--- src/rtl/alu3_bcd_pkg.sv ---
// ---------------------------------------------------------------------------
// alu3_bcd_pkg
// Shared types and widths for the ALU3_BCD scheduler slice.
//   state_e    : scheduler FSM states (IDLE / EXEC / RESP)
//   OPW        : operand width (3 bits)
//   MODEW      : ALU mode width (2 bits)
//   DW         : BCD result width (two digits, 8 bits)
//   bin_to_bcd : 0..99 binary value -> two packed BCD digits
// ---------------------------------------------------------------------------
package alu3_bcd_pkg;

    localparam int OPW   = 3;
    localparam int MODEW = 2;
    localparam int DW    = 8;

    typedef enum logic [1:0] {
        IDLE = 2'd0,
        EXEC = 2'd1,
        RESP = 2'd2
    } state_e;

    // Every ALU3_BCD result is at most 63, so two BCD digits always suffice.
    function automatic logic [DW-1:0] bin_to_bcd(input logic [6:0] value);
        return {4'(value / 7'd10), 4'(value % 7'd10)};
    endfunction

endpackage

--- src/rtl/ALU3_BCD.sv ---
// ---------------------------------------------------------------------------
// ALU3_BCD
// Combinational 3-bit arithmetic unit with a two-digit BCD result.
//   left, right : 3-bit unsigned operands
//   mode        : 0 = left + right
//                 1 = |left - right|
//                 2 = left * right
//                 3 = left * 8 + right (the 6-bit concatenation as a number)
//   data        : result as two packed BCD digits {tens, ones}
// ---------------------------------------------------------------------------
module ALU3_BCD
    import alu3_bcd_pkg::*;
(
    input  logic [OPW-1:0]   left,
    input  logic [OPW-1:0]   right,
    input  logic [MODEW-1:0] mode,
    output logic [DW-1:0]    data
);

    logic [6:0] value;

    always_comb begin
        value = '0;
        case (mode)
            2'd0:    value = 7'(left) + 7'(right);
            2'd1:    value = (left >= right) ? 7'(left - right) : 7'(right - left);
            2'd2:    value = 7'(left) * 7'(right);
            default: value = {1'b0, left, right};
        endcase
        data = bin_to_bcd(value);
    end

endmodule

--- src/rtl/rr_arbiter.sv ---
// ---------------------------------------------------------------------------
// rr_arbiter
// Combinational round-robin arbiter. The winner is the first set bit of req
// scanning upward from last_grant+1 and wrapping at N_REQ, so the most
// recently served requester has the lowest priority but is still granted
// when it is the only one asking.
//   req        : request vector
//   last_grant : index of the previously granted requester
//   grant      : one-hot grant (zero when req is zero)
//   grant_idx  : encoded index of the grant (zero when req is zero)
// ---------------------------------------------------------------------------
module rr_arbiter #(
    parameter int N_REQ = 2,
    parameter int IDW   = $clog2(N_REQ)
) (
    input  logic [N_REQ-1:0] req,
    input  logic [IDW-1:0]   last_grant,
    output logic [N_REQ-1:0] grant,
    output logic [IDW-1:0]   grant_idx
);

    logic found;

    // NOTE: every signal written here gets a default before any branch;
    // a path that leaves one unassigned would infer a latch.
    always_comb begin
        grant     = '0;
        grant_idx = '0;
        found     = 1'b0;
        // First pass: requesters strictly above the last grant.
        for (int i = 0; i < N_REQ; i++) begin
            if (!found && req[i] && (i > int'(last_grant))) begin
                grant[i]  = 1'b1;
                grant_idx = IDW'(i);
                found     = 1'b1;
            end
        end
        // Wrap-around pass: from 0 up to and including the last grant.
        for (int i = 0; i < N_REQ; i++) begin
            if (!found && req[i]) begin
                grant[i]  = 1'b1;
                grant_idx = IDW'(i);
                found     = 1'b1;
            end
        end
    end

endmodule

--- src/rtl/alu3_bcd_scheduler.sv ---
// ---------------------------------------------------------------------------
// alu3_bcd_scheduler
// Shares one ALU3_BCD between N_REQ requesters. A round-robin winner is
// accepted in IDLE, its operands are registered and evaluated in EXEC, and
// the BCD result is held on the response channel in RESP until consumed.
//   clk, rst   : rising-edge clock, synchronous active-high reset
//   req_valid  : per-requester request valid
//   req_ready  : per-requester accept (one-hot or zero, combinational)
//   req_left   : packed 3-bit left operands, requester i at [3i+2:3i]
//   req_right  : packed 3-bit right operands, same packing
//   req_mode   : packed 2-bit ALU modes, requester i at [2i+1:2i]
//   rsp_valid  : result available (RESP state)
//   rsp_ready  : consumer accepts the result
//   rsp_data   : BCD result
//   rsp_id     : index of the requester owning rsp_data
//   busy       : high whenever the FSM is not in IDLE
// ---------------------------------------------------------------------------
module alu3_bcd_scheduler
    import alu3_bcd_pkg::*;
#(
    parameter int N_REQ = 2,
    parameter int IDW   = $clog2(N_REQ)
) (
    input  logic                   clk,
    input  logic                   rst,
    input  logic [N_REQ-1:0]       req_valid,
    output logic [N_REQ-1:0]       req_ready,
    input  logic [OPW*N_REQ-1:0]   req_left,
    input  logic [OPW*N_REQ-1:0]   req_right,
    input  logic [MODEW*N_REQ-1:0] req_mode,
    output logic                   rsp_valid,
    input  logic                   rsp_ready,
    output logic [DW-1:0]          rsp_data,
    output logic [IDW-1:0]         rsp_id,
    output logic                   busy
);

    state_e state_q, state_d;

    logic [OPW-1:0]   op_left, op_right;
    logic [MODEW-1:0] op_mode;
    logic [IDW-1:0]   op_id;
    logic [IDW-1:0]   last_grant;

    logic [N_REQ-1:0] grant;
    logic [IDW-1:0]   grant_idx;
    logic             accept;

    logic [OPW-1:0]   sel_left, sel_right;
    logic [MODEW-1:0] sel_mode;
    logic [DW-1:0]    alu_data;

    rr_arbiter #(
        .N_REQ (N_REQ),
        .IDW   (IDW)
    ) u_arb (
        .req        (req_valid),
        .last_grant (last_grant),
        .grant      (grant),
        .grant_idx  (grant_idx)
    );

    // One-hot mux of the winner's fields.
    always_comb begin
        sel_left  = '0;
        sel_right = '0;
        sel_mode  = '0;
        for (int i = 0; i < N_REQ; i++) begin
            if (grant[i]) begin
                sel_left  = req_left[i*OPW +: OPW];
                sel_right = req_right[i*OPW +: OPW];
                sel_mode  = req_mode[i*MODEW +: MODEW];
            end
        end
    end

    ALU3_BCD u_alu (
        .left  (op_left),
        .right (op_right),
        .mode  (op_mode),
        .data  (alu_data)
    );

    // Next state and the request handshake. Grants are suppressed while rst
    // is high so no requester believes it was served across a reset edge.
    always_comb begin
        state_d   = state_q;
        accept    = 1'b0;
        req_ready = '0;
        case (state_q)
            IDLE: begin
                if ((req_valid != '0) && !rst) begin
                    req_ready = grant;
                    accept    = 1'b1;
                    state_d   = EXEC;
                end
            end
            EXEC:    state_d = RESP;
            RESP:    if (rsp_ready) state_d = IDLE;
            default: state_d = IDLE;
        endcase
    end

    assign rsp_valid = (state_q == RESP);
    assign busy      = (state_q != IDLE);

    // NOTE: state is updated with non-blocking assignments so every register
    // samples the pre-edge values regardless of statement order.
    always_ff @(posedge clk) begin
        if (rst) begin
            state_q    <= IDLE;
            op_left    <= '0;
            op_right   <= '0;
            op_mode    <= '0;
            op_id      <= '0;
            last_grant <= IDW'(N_REQ - 1);
            rsp_data   <= '0;
            rsp_id     <= '0;
        end else begin
            state_q <= state_d;
            if (accept) begin
                op_left    <= sel_left;
                op_right   <= sel_right;
                op_mode    <= sel_mode;
                op_id      <= grant_idx;
                last_grant <= grant_idx;
            end
            if (state_q == EXEC) begin
                rsp_data <= alu_data;
                rsp_id   <= op_id;
            end
        end
    end

endmodule

--- config.mk ---
export PLATFORM = sky130hd
export DESIGN_NAME = alu3_bcd_scheduler
export DESIGN_NICKNAME = d
export VERILOG_FILES = /design/src/rtl/alu3_bcd_pkg.sv /design/src/rtl/ALU3_BCD.sv /design/src/rtl/rr_arbiter.sv /design/src/rtl/alu3_bcd_scheduler.sv
export SDC_FILE = /design/constraint.sdc
export NUM_CORES = 1
export LEC_CHECK = 0
export CAP_MARGIN = 25
export CORE_ASPECT_RATIO = 1.75
export CORE_UTILIZATION = 56
export CTS_CLUSTER_SIZE = 28
export DETAILED_ROUTE_END_ITERATION = 10
export PLACE_DENSITY = 0.82
export SETUP_SLACK_MARGIN = 0.4
export SYNTH_ARGS = -nofsm -noshare
export SYNTH_HDL_FRONTEND = slang
export SYNTH_HIERARCHICAL = 1
export SYNTH_SLANG_ARGS = --single-unit
--- constraint.sdc ---
create_clock -name clk -period 5.8 [get_ports clk]
set_input_delay 1.16 -clock clk [delete_from_list [all_inputs] [get_ports clk]]
set_output_delay 1.16 -clock clk [all_outputs]
set_load 0.05 [all_outputs]
==> impl_metrics.json, run 1 <==
{
  "clock-sinks": 21,
  "layout.filler_cells": 261,
  "grt_busiest_layer": "met2",
  "timing.max_cap.violations": 0,
  "area.growth.synth_to_final_pct": 21.0,
  "finalCriticalPeriod_ps": 4620,
  "finalMaxSlewViolations": 0,
  "port_buffers": 33,
  "maxSlewHeadroom_pct": 61.7,
  "via_per_inst": 5.77,
  "power.sequential.fraction_pct": 38.6,
  "holdPathStages": 2,
  "drt-total-wl_mm": 4.20,
  "syn-mean-instance-area_um2": 8.42,
  "leakagePower_nw": 0.877,
  "p_switching_mw": 0.161,
  "synth-main-ff-cell": "dfxtp_1",
  "worst_ep_required_time_ps": 4640,
  "cts.hold.buffers_added": 0,
  "rsz0062_at_grt": "no",
  "drt-initial-drc-count": 44,
  "fraction_of_final_layout_cells_sized_beyond_drive_strength_1_pct": 9.43,
  "run_status": "finished clean",
  "yosysTopAreaCellShare_pct": 23.2,
  "dp_hpwl_mm": 3.38,
  "setup_violations": 0,
  "synth_warnings": 6,
  "grt_pass1_vias": 1623,
  "synth.net_count": 257,
  "cts_inserted_buffers": 3,
  "cts.clk_slew.worst_paths_ps": 70,
  "synth_seq_cells": 21,
  "first_pass_iters": 4,
  "nets": 287,
  "globalplace.congestion": 0.949,
  "grt_pass1_wl_mm": 6.89,
  "number_of_synthesized_flops_with_an_enable_pin": 0,
  "finalHoldViolCount": 0,
  "global_route.usage.met3_pct": 2.35,
  "cts_post_setup_buffers_inserted": 0,
  "power.combinational.fraction_pct": 40.2,
  "power.switching_fraction_pct": 36.8,
  "peakVddDrop_mv": 0.192,
  "slowest_stage": "clkdlybuf4s50_1",
  "detail-route-antenna-nets": 0,
  "cp.arrival_ps": 3460,
  "worst_hold_class": "reg2reg",
  "layout.cells.non_filler": 287,
  "rows": 27,
  "cp_slowest_stage_delay_ps": 790,
  "ctsLongestPathBuffers": 2,
  "post-layout-total-power_mw": 0.436,
  "core_um2": 3110,
  "critPathCaptureType": "output pin",
  "drcViolationCount": 0,
  "grt_remaining_overflow": 0,
  "worst_skew_late_latency_ps": 250,
  "synth.top_cells.by_area": "dfxtp_1 23%, ha_1 10%, fa_1 6.6%",
  "gr-usage-met1_pct": 27.1,
  "power-per-cell-area_nw_per_um2": 199,
  "crit_path_cell_trace": "clkdlybuf4s50_1, or3_1, inv_6, and2_1, clkdlybuf4s50_1",
  "clock_power_share_pct": 21.2,
  "pin_count_of_the_biggest_net_entering_global_routing": 17,
  "holdWs_ps": 463,
  "drt-wirelength-per-cell_um": 14.6,
  "intPower_mw": 0.275,
  "post-route-period-util_pct": 79.7,
  "asyncSetResetFlopFracSynth_pct": 0,
  "post_synth_design_cell_area_um2": 1810,
  "dr_vias": 1657,
  "final_core_utilization_pct": 70.5,
  "die_width_um": 45.0,
  "synth_seq_area_share_pct": 23.2,
  "timing.critical_path.from_type": "input pin",
  "post_synth_inst_count": 215,
  "yosys.area.top_type": "dfxtp_1",
  "max_slew.worst_pin.slew_ps": 573,
  "timing.setup.critical_path_class": "in2out",
  "critical_path.most_common_cell": "clkdlybuf4s50_1",
  "crit_path_max_fanout": 13,
  "cts_tree": "done",
  "grt_antenna_before_repair": 0,
  "dieHeight_um": 77.2,
  "die_area_um2": 3470,
  "final_clock_skew_ps": 1.84,
  "placed_cells": 283,
  "antenna_cells": 0,
  "grt_usage_pct": 26.5,
  "final.setup.tns_ps": 0,
  "ys_types": 61,
  "clock_tree.root_cell": "clkbuf_8",
  "cts_resized": 0,
  "floorplan.initialDensity_pct": 58.2,
  "clock_tree.htree_level_count": 1,
  "floorplan.io_pins": 34,
  "clock.fmax_mhz": 216,
  "worst-r2r-cell-count": 17,
  "met2_usage_pct": 48.3
}
[path summary, 6_finish.rpt]
path | from | end | slack, ps
worst max-delay path | rst | req_ready[1] | 1180
worst min-delay path | rsp_data[5]$_SDFFE_PP0N_ | rsp_data[5]$_SDFFE_PP0N_ | 460
worst min register to register | rsp_data[5]$_SDFFE_PP0N_ | rsp_data[5]$_SDFFE_PP0N_ | 460
worst max register to register | op_right[2]$_SDFFE_PP0P_ | rsp_data[2]$_SDFFE_PP0N_ | 1690
[area by class of cell]
type	instances	area [um2]	area share, %
clock buffers	4	45.0	2.06
well taps	43	53.8	2.46
flip-flops and latches	21	420	19.2
multi-input cells	167	1260	57.5
repair buffers	34	338	15.4
inverters	18	72.6	3.31
[through the flow]
step	worst slack, ps	area (um2)
after CTS	1190	2190
after global placement	1200	2140
after detailed placement	1190	2140
after floorplan	2120	1810
after global routing	1080	2190
final	1180	2190
[worst max-delay path: cells and delay by family]
family        cells  cell delay (ps)
simple gates      2              750
buf+inv           3             1540
[kinds of logic (layout without fill, tap and decap cells)]
kind of cell,Yosys count,in the layout,share of synthesized area [%]
buffers and inverters,27,56,7.12
AOI/OAI and AO/OA,61,61,26.8
and+or+nand+nor,77,77,21.8
muxes,3,3,1.66
DFF,21,21,23.2
adders and majority gates,21,21,17.0
xor gates and xnor gates,5,5,2.42
[registers in the layout, summed over array words and instances, names as in the netlist]
| register | cells |
|---|---|
| rsp_data | 8 |
| op_left | 3 |
| op_right | 3 |
| op_mode | 2 |
| state_q | 2 |
| last_grant | 1 |
| op_id | 1 |
| rsp_id | 1 |
[cell usage in the layout, fill, tap and decap left out, drive strengths merged, types with 2 or more instances in the layout]
cell type / Yosys / layout
o21ai: 6 / 6
nand2b: 3 / 3
a21o: 4 / 4
or2: 2 / 2
nor2b: 6 / 6
nor3: 3 / 3
o2bb2ai: 7 / 7
o211ai: 3 / 3
and3: 4 / 4
clkbuf: 5 / 4
nand3b: 2 / 2
or2b: 3 / 3
dfxtp: 21 / 21
and2: 2 / 2
nor2: 17 / 17
a21boi: 3 / 3
mux2i: 3 / 3
nand2: 25 / 25
inv: 18 / 18
xor2: 2 / 2
a22oi: 8 / 8
a22o: 3 / 3
clkdlybuf4s50: 0 / 33
fa: 6 / 6
xnor2: 3 / 3
nand3: 5 / 5
a21oi: 14 / 14
ha: 15 / 15
[Yosys cell counts (2+ instances only)]
cell type,instances
nand2_1,25
dfxtp_1,21
inv_1,16
nor2_1,16
ha_1,15
a21oi_1,12
a22oi_1,8
o2bb2ai_1,7
fa_1,6
nor2b_1,6
o21ai_0,6
clkbuf_1,5
a21o_1,4
nand3_1,4
and3_1,3
mux2i_1,3
xnor2_1,3
a21boi_1,2
a21oi_2,2
and2_1,2
buf_4,2
buf_6,2
nand2b_1,2
nand3b_1,2
nor3_1,2
o211ai_2,2
or2b_1,2
xor2_1,2
[routing by layer]
layer	wire length [um]	share of wire [%]	vias up
li1	-	-	815
met5	0	0	-
met2	2350	56	41
met1	1600	38	785
met4	160	3.8	0
met3	89	2.1	16
[power by group through the flow]
stage	Sequential [mW]	Combinational, mW	Clock (mW)
after floorplan	0.173	0.123	0
after global placement	0.171	0.170	0
after detailed placement	0.171	0.173	0
after CTS	0.168	0.174	0.0941
after global routing	0.170	0.191	0.0987
final	0.168	0.175	0.0923
Power figures use the tool's default switching activity.
==> inputs of run 2 (changes only) <==
--- a/config.mk
+++ b/config.mk
@@ -7,10 +7,10 @@
 export LEC_CHECK = 0
 export CAP_MARGIN = 25
 export CORE_ASPECT_RATIO = 1.75
-export CORE_UTILIZATION = 56
+export CORE_UTILIZATION = 52
 export CTS_CLUSTER_SIZE = 28
 export DETAILED_ROUTE_END_ITERATION = 10
-export PLACE_DENSITY = 0.82
+export PLACE_DENSITY = 0.77
 export SETUP_SLACK_MARGIN = 0.4
 export SYNTH_ARGS = -nofsm -noshare
 export SYNTH_HDL_FRONTEND = slang
==> constraint.sdc (replaced) <==
create_clock -name clk -period 4.75 [get_ports clk]
set_input_delay 0.95 -clock clk [delete_from_list [all_inputs] [get_ports clk]]
set_output_delay 0.95 -clock clk [all_outputs]
set_load 0.05 [all_outputs]
==> run 2 against run 1 <==
Compared with the run above: first-iteration DRC count down 18%; global-route usage up 0.20 points; critical path type unchanged; critical endpoint is now req_ready[0]; hold slack worse by 6.8 ps.
==> impl_metrics.json, run 2 (synthesis results as in run 1) <==
{
  "run_status": "finished clean",
  "worst_case_setup_margin_in_the_final_layout_ps": 725,
  "cts_tree": "done",
  "dieHeight_um": 80.0,
  "r2r-start": "op_left[1]$_SDFFE_PP0P_",
  "fin_area_um2": 2210,
  "grt_antenna_before_repair": 0,
  "final_clock_skew_ps": 0.645,
  "leakagePower_nw": 0.891,
  "die_width_um": 46.6,
  "clock_tree.htree_level_count": 1,
  "globalplace.congestion": 0.924,
  "finalHoldViolCount": 0,
  "cts.clk_slew.worst_paths_ps": 70,
  "finalCriticalPeriod_ps": 4020,
  "floorplan.io_pins": 34,
  "final_core_utilization_pct": 65.8,
  "timing.max_cap.violations": 0,
  "fraction_of_final_layout_cells_sized_beyond_drive_strength_1_pct": 11.4,
  "nets": 288,
  "post-layout-total-power_mw": 0.538,
  "drt-wirelength-per-cell_um": 15.1,
  "layout.cells.non_filler": 290,
  "hold-path-endpoint": "rsp_data[7]$_SDFFE_PP0N_",
  "floorplan.initialDensity_pct": 53.8,
  "clock_tree.root_cell": "clkbuf_8",
  "timing.critical_path.from_type": "input pin",
  "peakVddDrop_mv": 0.235,
  "finalMaxSlewViolations": 0,
  "grt_pass1_vias": 1663,
  "cp_slowest_stage_delay_ps": 790,
  "maxSlewHeadroom_pct": 58.3,
  "setup_violations": 0,
  "holdWs_ps": 456,
  "cts_inserted_buffers": 3,
  "grt_remaining_overflow": 0,
  "dpl_cell_area_um2": 2150,
  "holdPathStages": 2,
  "largestRegisters": "rsp_data (8), op_left (3), op_right (3)",
  "slowest_stage": "clkdlybuf4s50_1",
  "worst-r2r-cell-count": 16,
  "drt-initial-drc-count": 36,
  "dp_hpwl_mm": 3.49,
  "core_um2": 3360,
  "crit_path_cell_trace": "clkdlybuf4s50_1, nor2_1, or3_1, inv_6, and2_1, clkdlybuf4s50_1",
  "drcViolationCount": 0,
  "drt-total-wl_mm": 4.38,
  "timing.setup.critical_path_class": "in2out",
  "port_buffers": 33,
  "grt_usage_pct": 26.7,
  "placed_cells": 286,
  "ctsLongestPathBuffers": 2,
  "detail-route-antenna-nets": 0,
  "via_per_inst": 5.70,
  "grt_pass1_wl_mm": 7.29,
  "r2r_end": "rsp_data[2]$_SDFFE_PP0N_",
  "post-route-period-util_pct": 84.7,
  "power-per-cell-area_nw_per_um2": 243,
  "max_slew.worst_pin.slew_ps": 625,
  "final_common_cell": "clkdlybuf4s50_1",
  "cp.arrival_ps": 3070,
  "most-common-layout-cells": "32 x clkdlybuf4s50_1, 25 x nand2_1, 19 x dfxtp_1, 16 x nor2_1, 16 x inv_1",
  "rsz0062_at_grt": "no",
  "dp_worst_setup_slack_ps": 737,
  "layout.filler_cells": 307,
  "cts.hold.buffers_added": 0,
  "clock-sinks": 21,
  "hold_path_startpoint": "rsp_data[7]$_SDFFE_PP0N_",
  "antenna_cells": 0,
  "first_pass_iters": 5,
  "final.setup.tns_ps": 0,
  "worst_hold_class": "reg2reg",
  "largest_register_ffs": 8,
  "rows": 28,
  "top_register": "rsp_data",
  "area.growth.synth_to_final_pct": 22.3,
  "die_area_um2": 3730,
  "worst_ep_required_time_ps": 3800,
  "pin_count_of_the_biggest_net_entering_global_routing": 17,
  "clock.fmax_mhz": 248,
  "critPathCaptureType": "output pin",
  "crit_path_max_fanout": 8,
  "setup_slack_on_the_worst_flop_to_flop_path_ps": 760,
  "worst_skew_late_latency_ps": 260,
  "critical_path.most_common_cell": "clkdlybuf4s50_1",
  "dr_vias": 1652
}
[run 2: metal layers]
layer	routed length (um)	up-vias	share of wire, %	global-route usage [%]
li1	-	818	-	-
met3	108	17	2.5	2.26
met5	0	-	0	0
met4	224	0	5.1	15.6
met2	2370	48	54	48.2
met1	1680	769	38	27.5
[run 2: critical path, delay by kind of cell]
family                 cells  cell delay [ps]
buffers and inverters      3             1440
AND/OR/NAND/NOR            3              680
[run 2: final cells by class]
class,count,area [um2],share of cell area [%]
Clock buffer,3,41.3,1.87
Clock inverter,1,5.00,0.226
Inverter,18,72.6,3.28
Multi-Input combinational cell,167,1270,57.5
Sequential cell,21,423,19.1
Tap cell,45,56.3,2.55
Timing Repair Buffer,35,343,15.5
[run 2: worst max-delay path by stage]
stage | startpoint | depth (start not counted) | slack (ps) | endpoint
floorplan | op_right[2]$_SDFFE_PP0P_ | 17 | 1070 | rsp_data[2]$_SDFFE_PP0N_
global placement | req_valid[1] | 6 | 730 | req_ready[0]
detailed placement | req_valid[1] | 6 | 740 | req_ready[0]
CTS | req_valid[1] | 6 | 720 | req_ready[0]
global route | op_left[2]$_SDFFE_PP0P_ | 17 | 420 | rsp_data[2]$_SDFFE_PP0N_
finish | req_valid[1] | 6 | 730 | req_ready[0]
[run 2: where the power goes]
group          internal [mW]  total, mW  switching [mW]  leakage [nW]
clock network         0.0585      0.115          0.0569        0.0255
logic                 0.0898      0.216           0.126         0.694
registers              0.188      0.206          0.0180         0.172
[run 2: repair_timing]
action                     in CTS  in global routing
resized for setup               0                  3
buffers inserted                0                  0
setup endpoints to repair       0                  1
==> inputs of run 3 (changes only) <==
--- a/config.mk
+++ b/config.mk
@@ -7,10 +7,10 @@
 export LEC_CHECK = 0
 export CAP_MARGIN = 25
 export CORE_ASPECT_RATIO = 1.75
-export CORE_UTILIZATION = 52
+export CORE_UTILIZATION = 47
 export CTS_CLUSTER_SIZE = 28
 export DETAILED_ROUTE_END_ITERATION = 10
-export PLACE_DENSITY = 0.77
+export PLACE_DENSITY = 0.73
 export SETUP_SLACK_MARGIN = 0.4
 export SYNTH_ARGS = -nofsm -noshare
 export SYNTH_HDL_FRONTEND = slang
==> constraint.sdc (replaced) <==
create_clock -name clk -period 3.6 [get_ports clk]
set_input_delay 0.72 -clock clk [delete_from_list [all_inputs] [get_ports clk]]
set_output_delay 0.72 -clock clk [all_outputs]
set_load 0.05 [all_outputs]
==> run 3 against run 2 <==
Compared with the run above: sequential power increased by 28%; critical path depth grew 12; clock-buffer cell count is the same; hold slack improved by 9.3 ps; largest cell class unchanged; highest routed layer unchanged.
==> impl_metrics.json, run 3 (synthesis results as in run 1) <==
{
  "max_slew.worst_pin.slew_ps": 613,
  "finalCriticalPeriod_ps": 3570,
  "clock.fmax_mhz": 280,
  "detail-route-antenna-nets": 0,
  "maxSlewHeadroom_pct": 59.1,
  "highest_layer": "met4",
  "timing.setup.critical_path_class": "reg2reg",
  "grt_remaining_overflow": 0,
  "post-layout-total-power_mw": 0.776,
  "dpl_cell_area_um2": 2350,
  "post-route-period-util_pct": 99.2,
  "slowest_stage": "fa_1",
  "cp.arrival_ps": 3770,
  "most-common-layout-cells": "31 x clkdlybuf4s50_1, 26 x buf_4, 24 x nand2_1, 16 x dfxtp_1, 14 x nor2_1",
  "holdWs_ps": 466,
  "core_um2": 3660,
  "clock_tree.root_cell": "clkbuf_8",
  "die_area_um2": 4110,
  "grt_usage_pct": 23.3,
  "met2_length_mm": 2.42,
  "rows": 29,
  "final_core_utilization_pct": 68.0,
  "crit_path_cell_trace": "buf_4, ha_1, inv_1, fa_1, inv_1, fa_1, a21boi_1, o211a_1, nor4_1, a311oi_1, a21o_1, ha_4, a21o_1, a32oi_2, buf_4, xnor2_2, nand2_1, a21oi_1",
  "cts.clk_slew.worst_paths_ps": 80,
  "pin_count_of_the_biggest_net_entering_global_routing": 17,
  "drt-total-wl_mm": 4.45,
  "detail_route.wirelength.met1_mm": 1.80,
  "peakVddDrop_mv": 0.399,
  "fin_area_um2": 2490,
  "timing.max_cap.violations": 0,
  "finalHoldViolCount": 0,
  "timing.critical_path.from_type": "register",
  "intPower_mw": 0.494,
  "clock-sinks": 21,
  "path_delay_family": "compound AO/OA/AOI/OAI gates",
  "power.switching_fraction_pct": 36.4,
  "leakagePower_nw": 1.03,
  "floorplan.initialDensity_pct": 49.4,
  "worst_skew_late_latency_ps": 260,
  "layout.filler_cells": 318,
  "final_clock_skew_ps": 4.25,
  "grt_antenna_before_repair": 0,
  "met3_routed_length_um": 83,
  "floorplan.io_pins": 34,
  "run_status": "finished clean",
  "port_buffers": 33,
  "nets": 312,
  "antenna_cells": 0,
  "critPathCaptureType": "register",
  "area.growth.synth_to_final_pct": 37.8,
  "first_pass_iters": 4,
  "final_common_cell": "clkdlybuf4s50_1",
  "die_width_um": 48.9,
  "top_register": "rsp_data",
  "timing.critical_path.buf_inv": 4,
  "cp_slowest_stage_delay_ps": 390,
  "grt_pass1_vias": 1750,
  "p_switching_mw": 0.282,
  "ctsLongestPathBuffers": 2,
  "dp_hpwl_mm": 3.60,
  "setup_violations": 0,
  "worst-r2r-cell-count": 18,
  "drcViolationCount": 0,
  "power.combinational.fraction_pct": 46.5,
  "via_per_inst": 5.40,
  "drt-initial-drc-count": 28,
  "worst_hold_class": "reg2reg",
  "fraction_of_final_layout_cells_sized_beyond_drive_strength_1_pct": 26.8,
  "crit_path_max_fanout": 5,
  "multiInputGateArea_um2": 1340,
  "dr_vias": 1700,
  "worst_ep_required_time_ps": 3800,
  "largestRegisters": "rsp_data (8), op_left (3), op_right (3)",
  "largest_register_ffs": 8,
  "grt_pass1_wl_mm": 7.58,
  "clock_power_share_pct": 19.6,
  "globalplace.congestion": 0.869,
  "cts_tree": "done",
  "clock_tree.htree_level_count": 1,
  "holdPathStages": 2,
  "area.sequential_um2": 434,
  "finalMaxSlewViolations": 0,
  "drt-wirelength-per-cell_um": 14.1,
  "rsz0062_at_grt": "yes",
  "crit_cells": 18,
  "placed_cells": 303,
  "power-per-cell-area_nw_per_um2": 311,
  "dieHeight_um": 84.1,
  "layout.cells.non_filler": 315,
  "cts_inserted_buffers": 3,
  "power.sequential.fraction_pct": 33.9
}
==> run 3: cell count changes in the layout (fill, tap and decap cells not counted), moves of 2 or more <==
| cell | change |
|---|---|
| buf_4 | +23 |
| inv_1 | -5 |
| inv_2 | +5 |
| dfxtp_1 | -3 |
| dfxtp_4 | +3 |
| ha_1 | -3 |
| buf_12 | +2 |
| ha_4 | +2 |
| nor2_1 | -2 |
| nor2_2 | +2 |
==> run 3: timing repair <==
item                                   4_1_cts  5_1_grt
pin swaps                                   13        7
resized for setup                            9        0
endpoints found under the hold margin        0        0
setup endpoints to repair                    4        4
buffers inserted                             8        0
hold buffers                                 0        0
==> run 3: power by group through the flow <==
stage	clock, mW	combinational, mW	sequential [mW]
floorplan	0	0.214	0.281
global placement	0	0.325	0.270
detailed placement	0	0.329	0.270
CTS	0.155	0.359	0.263
global route	0.164	0.393	0.266
finish	0.152	0.361	0.263
==> run 3: final cells by class <==
type / count / area share (%)
clock buffer: 3 / 1.66
multi-input combinational: 167 / 53.6
timing repair buffer: 59 / 21.9
sequential: 21 / 17.4
inverter: 18 / 2.91
clock inverter: 1 / 0.201
tap: 46 / 2.31
==> run 3: final timing paths <==
| kind | slack, ps | endpoint | startpoint |
|---|---|---|---|
| max reg2reg | 30 | rsp_data[1]$_SDFFE_PP0N_ | op_right[0]$_SDFFE_PP0P_ |
| min | 470 | rsp_data[7]$_SDFFE_PP0N_ | rsp_data[7]$_SDFFE_PP0N_ |
| min reg2reg | 470 | rsp_data[7]$_SDFFE_PP0N_ | rsp_data[7]$_SDFFE_PP0N_ |
| max | 30 | rsp_data[1]$_SDFFE_PP0N_ | op_right[0]$_SDFFE_PP0P_ |
==> run 3: tightest hold or removal path: cells and delay by family, from the launching register on <==
family | cells | cell delay (ps)
simple gates | 1 | 50
flops | 1 | 310
compound gates | 1 | 60
==> run 3: per-layer routing <==
layer  up-vias  global-route usage, %
met4         0                   11.0
met5         -                      0
met3        12                   1.28
li1        862                      -
met1       795                   24.9
met2        31                   44.8
==> run 3: through the flow <==
stage	TNS, ps	setup WS, ps
detailed placement	-165	-98.5
CTS	0	4.30
floorplan	0	110
global placement	0	10.2
finish	0	28.7
global route	-474	-168
==> variant 1, RTL diff (settings of run 2) <==
Encoding of `state_e`: now one-hot (3 bits for 3 states).
--- a/src/rtl/alu3_bcd_pkg.sv
+++ b/src/rtl/alu3_bcd_pkg.sv
@@ -14,8 +14,8 @@
     localparam int DW    = 8;
 
-    typedef enum logic [1:0] {
-        IDLE = 2'd0,
-        EXEC = 2'd1,
-        RESP = 2'd2
+    typedef enum logic [2:0] {
+        IDLE = 3'b001,
+        EXEC = 3'b010,
+        RESP = 3'b100
     } state_e;
 
Behaviour: same outputs for any inputs over 10 cycles, from zero or initial values and one cycle with rst high; not proved beyond that.
==> variant 1 against run 2 <==
- area after synthesis up 6.1%
- sequential cell count increased by 1
- cell area increased by 4.5%
- setup slack gained 0.042 ns
- via count up 0.61%
- power grew 23%
- wire length fell by 3.4%
- critical path depth up 11
- synthesized cell count up 1.9%
- first-iteration DRC count down 44%
==> variant 1: results (changes against run 2) <==
[power]
leakage_nw = 0.9370  ; +5.1%
max-vdd-ir-drop_mv = 0.2391  ; +1.8%

[placed_design]
post-place-ws_ns = 0.7555  ; +0.01864 ns
dpl-instance-area_um2 = 2241  ; +4.1%
gp_congestion = 0.9325  ; +0.91%
place_hpwl_um = 3484  ; about the same

[global_route]
grt_pass1_vias = 1686  ; +1.4%
grtUsageTotal_pct = 24.29  ; -2.4 points
grt_max_degree = 22  ; +5

[setup_path]
cp_data_arrival_time_ns = 4.18  ; +1.11 ns
worst_r2r_path_depth = 17  ; +1
crit_fanout = 6  ; -2
max_stage_delay_ns = 0.48  ; -0.31 ns
slowest_stage = fa_1
startpoint = op_right[2]

[worst_hold_path]
hp-class = register to register
min-delay-start = op_id
holdPathEnd = op_id

[synth]
yosys.area_share.adder_pct = 16.04  ; -0.98 points
muxShareOfSynthArea_pct = 6.780  ; +5.1 points
synthXorXnorAreaFrac_pct = 2.282  ; -0.14 points
seq_area_frac_synth_pct = 22.95  ; -0.29 points
synth_nets = 261  ; +1.6%
synthTopCellsByArea = dfxtp_1, ha_1, mux2i_1, fa_1, nor2_1

[layout]
diodes = 0  ; unchanged
layout.nets = 292  ; +1.4%
final_util_pct = 66.67  ; +0.89 points

[detailed_routing]
drt-initial-drc-count = 20  ; -44%
wl_met1_um = 1673  ; -0.24%
met2_length_um = 2323  ; -1.8%
routed_via_density = 5.653  ; -0.76%
dr_wl_met3_um = 74  ; -31%
dr.pass1.iters = 4  ; -1
routed_wl_um = 4227  ; -3.4%

[sta]
slew_headroom_pct = 60.99  ; +2.7 points
fin_skew_ns = 0.001877  ; +0.001232 ns

[floorplan]
die_w_um = 47.93  ; +2.9%

[outcome]
status = completed

==> variant 1: final cells by class <==
type | instances | share of cell area [%]
tap | 45 | 2.435
multi-input combinational | 171 | 57.85
inverter | 17 | 2.868
clock buffer | 3 | 1.786
sequential | 22 | 19.05
clock inverter | 1 | 1.299
timing repair buffer | 35 | 14.72
==> variant 1: where the power goes <==
group | leakage (nW) | switching, W | internal (W)
Combinational | 0.722 | 0.000154 | 0.000117
Clock | 0.0357 | 0.0000585 | 0.000112
Sequential | 0.180 | 0.0000212 | 0.000197
==> variant 1: routing by layer <==
| layer | global-route usage [%] | vias to the layer above |
|---|---|---|
| met1 | 25.71 | 772 |
| met5 | 0 | - |
| met2 | 44.59 | 41 |
| met3 | 1.739 | 18 |
| met4 | 12.50 | 0 |
| li1 | - | 831 |
==> variant 1: critical path: cells and delay by family (launching register included) <==
kind	cells	cell delay, ns
flip-flops	1	0.45
AO/OA/AOI/OAI	5	1.06
buffers and inverters	3	0.26
multiplexers	2	0.29
AND/OR/NAND/NOR	3	0.48
adder cells (fa/ha/maj)	4	1.39
==> variant 1: cells by family after synthesis <==
family / after synthesis
compound gates: 45
simple gates: 87
buf+inv: 26
fa+ha+maj: 21
flops: 22
mux: 13
xor+xnor: 5
==> variant 1: stage by stage <==
stage	cells	hold WS, ns
floorplan	219	0.4361
global placement	290	0.4715
detailed placement	290	0.4818
CTS	294	0.4938
global route	294	0.5140
finish	294	0.4886
==> variant 1: worst max-delay path by stage <==
stage / to / depth (start not counted) / slack (ns)
3_5_place_dp: rsp_data[2] / 17 / 0.76
3_3_place_gp: rsp_data[2] / 16 / 0.85
6_report: rsp_data[2] / 17 / 0.77
2_1_floorplan: rsp_data[2] / 17 / 1.07
4_1_cts: rsp_data[2] / 17 / 0.75
5_1_grt: rsp_data[2] / 17 / 0.45
==> variant 2, RTL diff (flow settings as in run 2) <==
Without the edit above. `N_REQ` is set to 2 in 2 places; all go to 4.
--- a/src/rtl/rr_arbiter.sv
+++ b/src/rtl/rr_arbiter.sv
@@ -11,5 +11,5 @@
 // ---------------------------------------------------------------------------
 module rr_arbiter #(
-    parameter int N_REQ = 2,
+    parameter int N_REQ = 4,
     parameter int IDW   = $clog2(N_REQ)
 ) (
--- a/src/rtl/alu3_bcd_scheduler.sv
+++ b/src/rtl/alu3_bcd_scheduler.sv
@@ -19,5 +19,5 @@
     import alu3_bcd_pkg::*;
 #(
-    parameter int N_REQ = 2,
+    parameter int N_REQ = 4,
     parameter int IDW   = $clog2(N_REQ)
 ) (
Interface: changed (6 resized); port bits go from 34 to 55. No check against the original RTL was run, so the function may have changed too.
==> variant 2 against run 2 <==
- area after synthesis grew 24%
- cell area grew 29%
- setup slack lost 0.13 ns
- sequential cell count grew 3
- hold slack lost 0.0010 ns
- count of clock-buffer cells in the layout is the same
- wire length grew 27%
Power is not compared: it rests on default switching activity, and its combinational part moved more than twofold at a synthesized area within 25%.
==> variant 2: results (changes against run 2) <==
[outcome]
status = completed

[global_route]
grt_pass1_wl_um = 9308  ; +28%
grtUsageTotal_pct = 26.18  ; -0.51 points
grt_pass1_vias = 2089  ; +26%
grt_max_degree = 24  ; +7
antenna_found_initial = 0  ; unchanged

[power]
p_seq_w = 0.000267
max-vdd-ir-drop_mv = 0.2067
power.clock.fraction_pct = 19.2
seq_power_share_pct = 28.9
leakage_nw = 1.169
sw_frac_of_total_pct = 41.14

[synth]
synth_top_cell_by_area = dfxtp_1
synth_commonest_cells = nand2_1, dfxtp_1, nor2_1, a21oi_1, inv_1
yosysUniqueCellTypes = 71  ; +16%
async_flop_share_pct = 0  ; unchanged
syn-cell-area_um2 = 2248  ; +24%
seq_area_frac_synth_pct = 21.37  ; -1.9 points
synth_nets = 340  ; +32%
synthTopCellsByArea = dfxtp_1, ha_1, fa_1, nand2_1, a21oi_1
ys_warn_count = 6  ; unchanged

[layout]
drive_gt1_share_pct = 7.669  ; -3.8 points
layout.nets = 387  ; +34%
fillers = 356  ; +16%
diodes = 0  ; unchanged
top_regs = rsp_data: 8 flops, op_left: 3 flops, op_right: 3 flops

[sta]
fin_skew_ns = 0.005382  ; +0.004736 ns
tightest_slew_ns = 0.5954  ; -0.02990 ns
final-setup-viol-count = 0  ; unchanged

[setup_path]
cp_data_arrival_time_ns = 3.21  ; +0.14 ns
startpoint = req_valid[0]
rrSetupSlack_ns = 0.77
worst_r2r_path_depth = 16  ; unchanged
crit_fanout = 11  ; +3
timing.rr.end = rsp_data[2]
r2r_start = op_left[1]

[cts]
clockBufferDepth = 2  ; unchanged
cts_max_level = 1  ; unchanged
root_buffer = clkbuf_8
clkLatencyLatePin_ns = 0.27
cts_resized = 0  ; unchanged
postCtsSetupBuffers = 0  ; unchanged
clkSlewWorstSetupHoldPaths_ns = 0.08
cts_inserted_buffers = 3  ; unchanged

[worst_hold_path]
hp-class = register to register
min-delay-start = op_id[0]
holdPathEnd = rsp_id[0]
hold_depth = 2  ; unchanged

[detailed_routing]
drt-wirelength-per-cell_um = 14.80  ; -1.9%
dr.pass1.iters = 5  ; unchanged
drt-initial-drc-count = 39  ; +8.3%
routed_via_density = 5.840  ; +2.5%

[placed_design]
place_hpwl_um = 4447  ; +28%
gp_congestion = 0.9531  ; +3.1%
port_buffers = 54  ; +64%

## variant 2: layout make-up
type | instances | area [µm²] | area share (%)
repair buffers | 57 | 570.5 | 19.96
clock inverters | 1 | 30.03 | 1.051
multi-input cells | 221 | 1598 | 55.91
flip-flops and latches | 24 | 481.7 | 16.86
well taps | 49 | 61.31 | 2.145
clock buffers | 3 | 41.29 | 1.445
inverters | 20 | 75.07 | 2.627
## variant 2: cells by family (layout without fill, tap and decap cells)
logic type,after synthesis,in the layout,synth area share [%]
simple gates,104,104,24.88
compound gates,88,88,29.22
buf+inv,35,81,7.567
flops,24,24,21.37
fa+ha+maj,21,21,13.69
xor+xnor,5,5,1.948
mux,3,3,1.336
## variant 2: routing by layer
layer / vias up / wire length (µm) / track usage, %
met3: 15 / 125 / 2.041
met4: 0 / 201 / 10.81
met1: 1018 / 2162 / 28.17
li1: 1103 / - / -
met5: - / 0 / 0
met2: 54 / 3061 / 50.65
## variant 2: critical path, stage by stage
cell	delay, ns
clkdlybuf4s50_1	0.70
nor4_2	0.10
or3_1	0.48
nor2_1	0.13
clkdlybuf4s50_1	0.84
## variant 2: stage by stage
stage	instance area [µm²]	hold slack (ns)	std cells	setup slack, ns
2_1_floorplan	2248	0.4285	280	1.066
6_report	2858	0.4554	375	0.5917
3_5_place_dp	2778	0.4445	371	0.5097
4_1_cts	2849	0.4569	375	0.4878
3_3_place_gp	2778	0.4342	371	0.5163
5_1_grt	2858	0.4716	375	0.4520
## variant 2: how the worst max path moves through the flow
stage,end,cells past startpoint
after detailed placement,req_ready[2],6
after floorplan,rsp_data[2],17
final,req_ready[3],5
after CTS,req_ready[2],6
after global routing,rsp_data[2],17
after global placement,req_ready[1],6
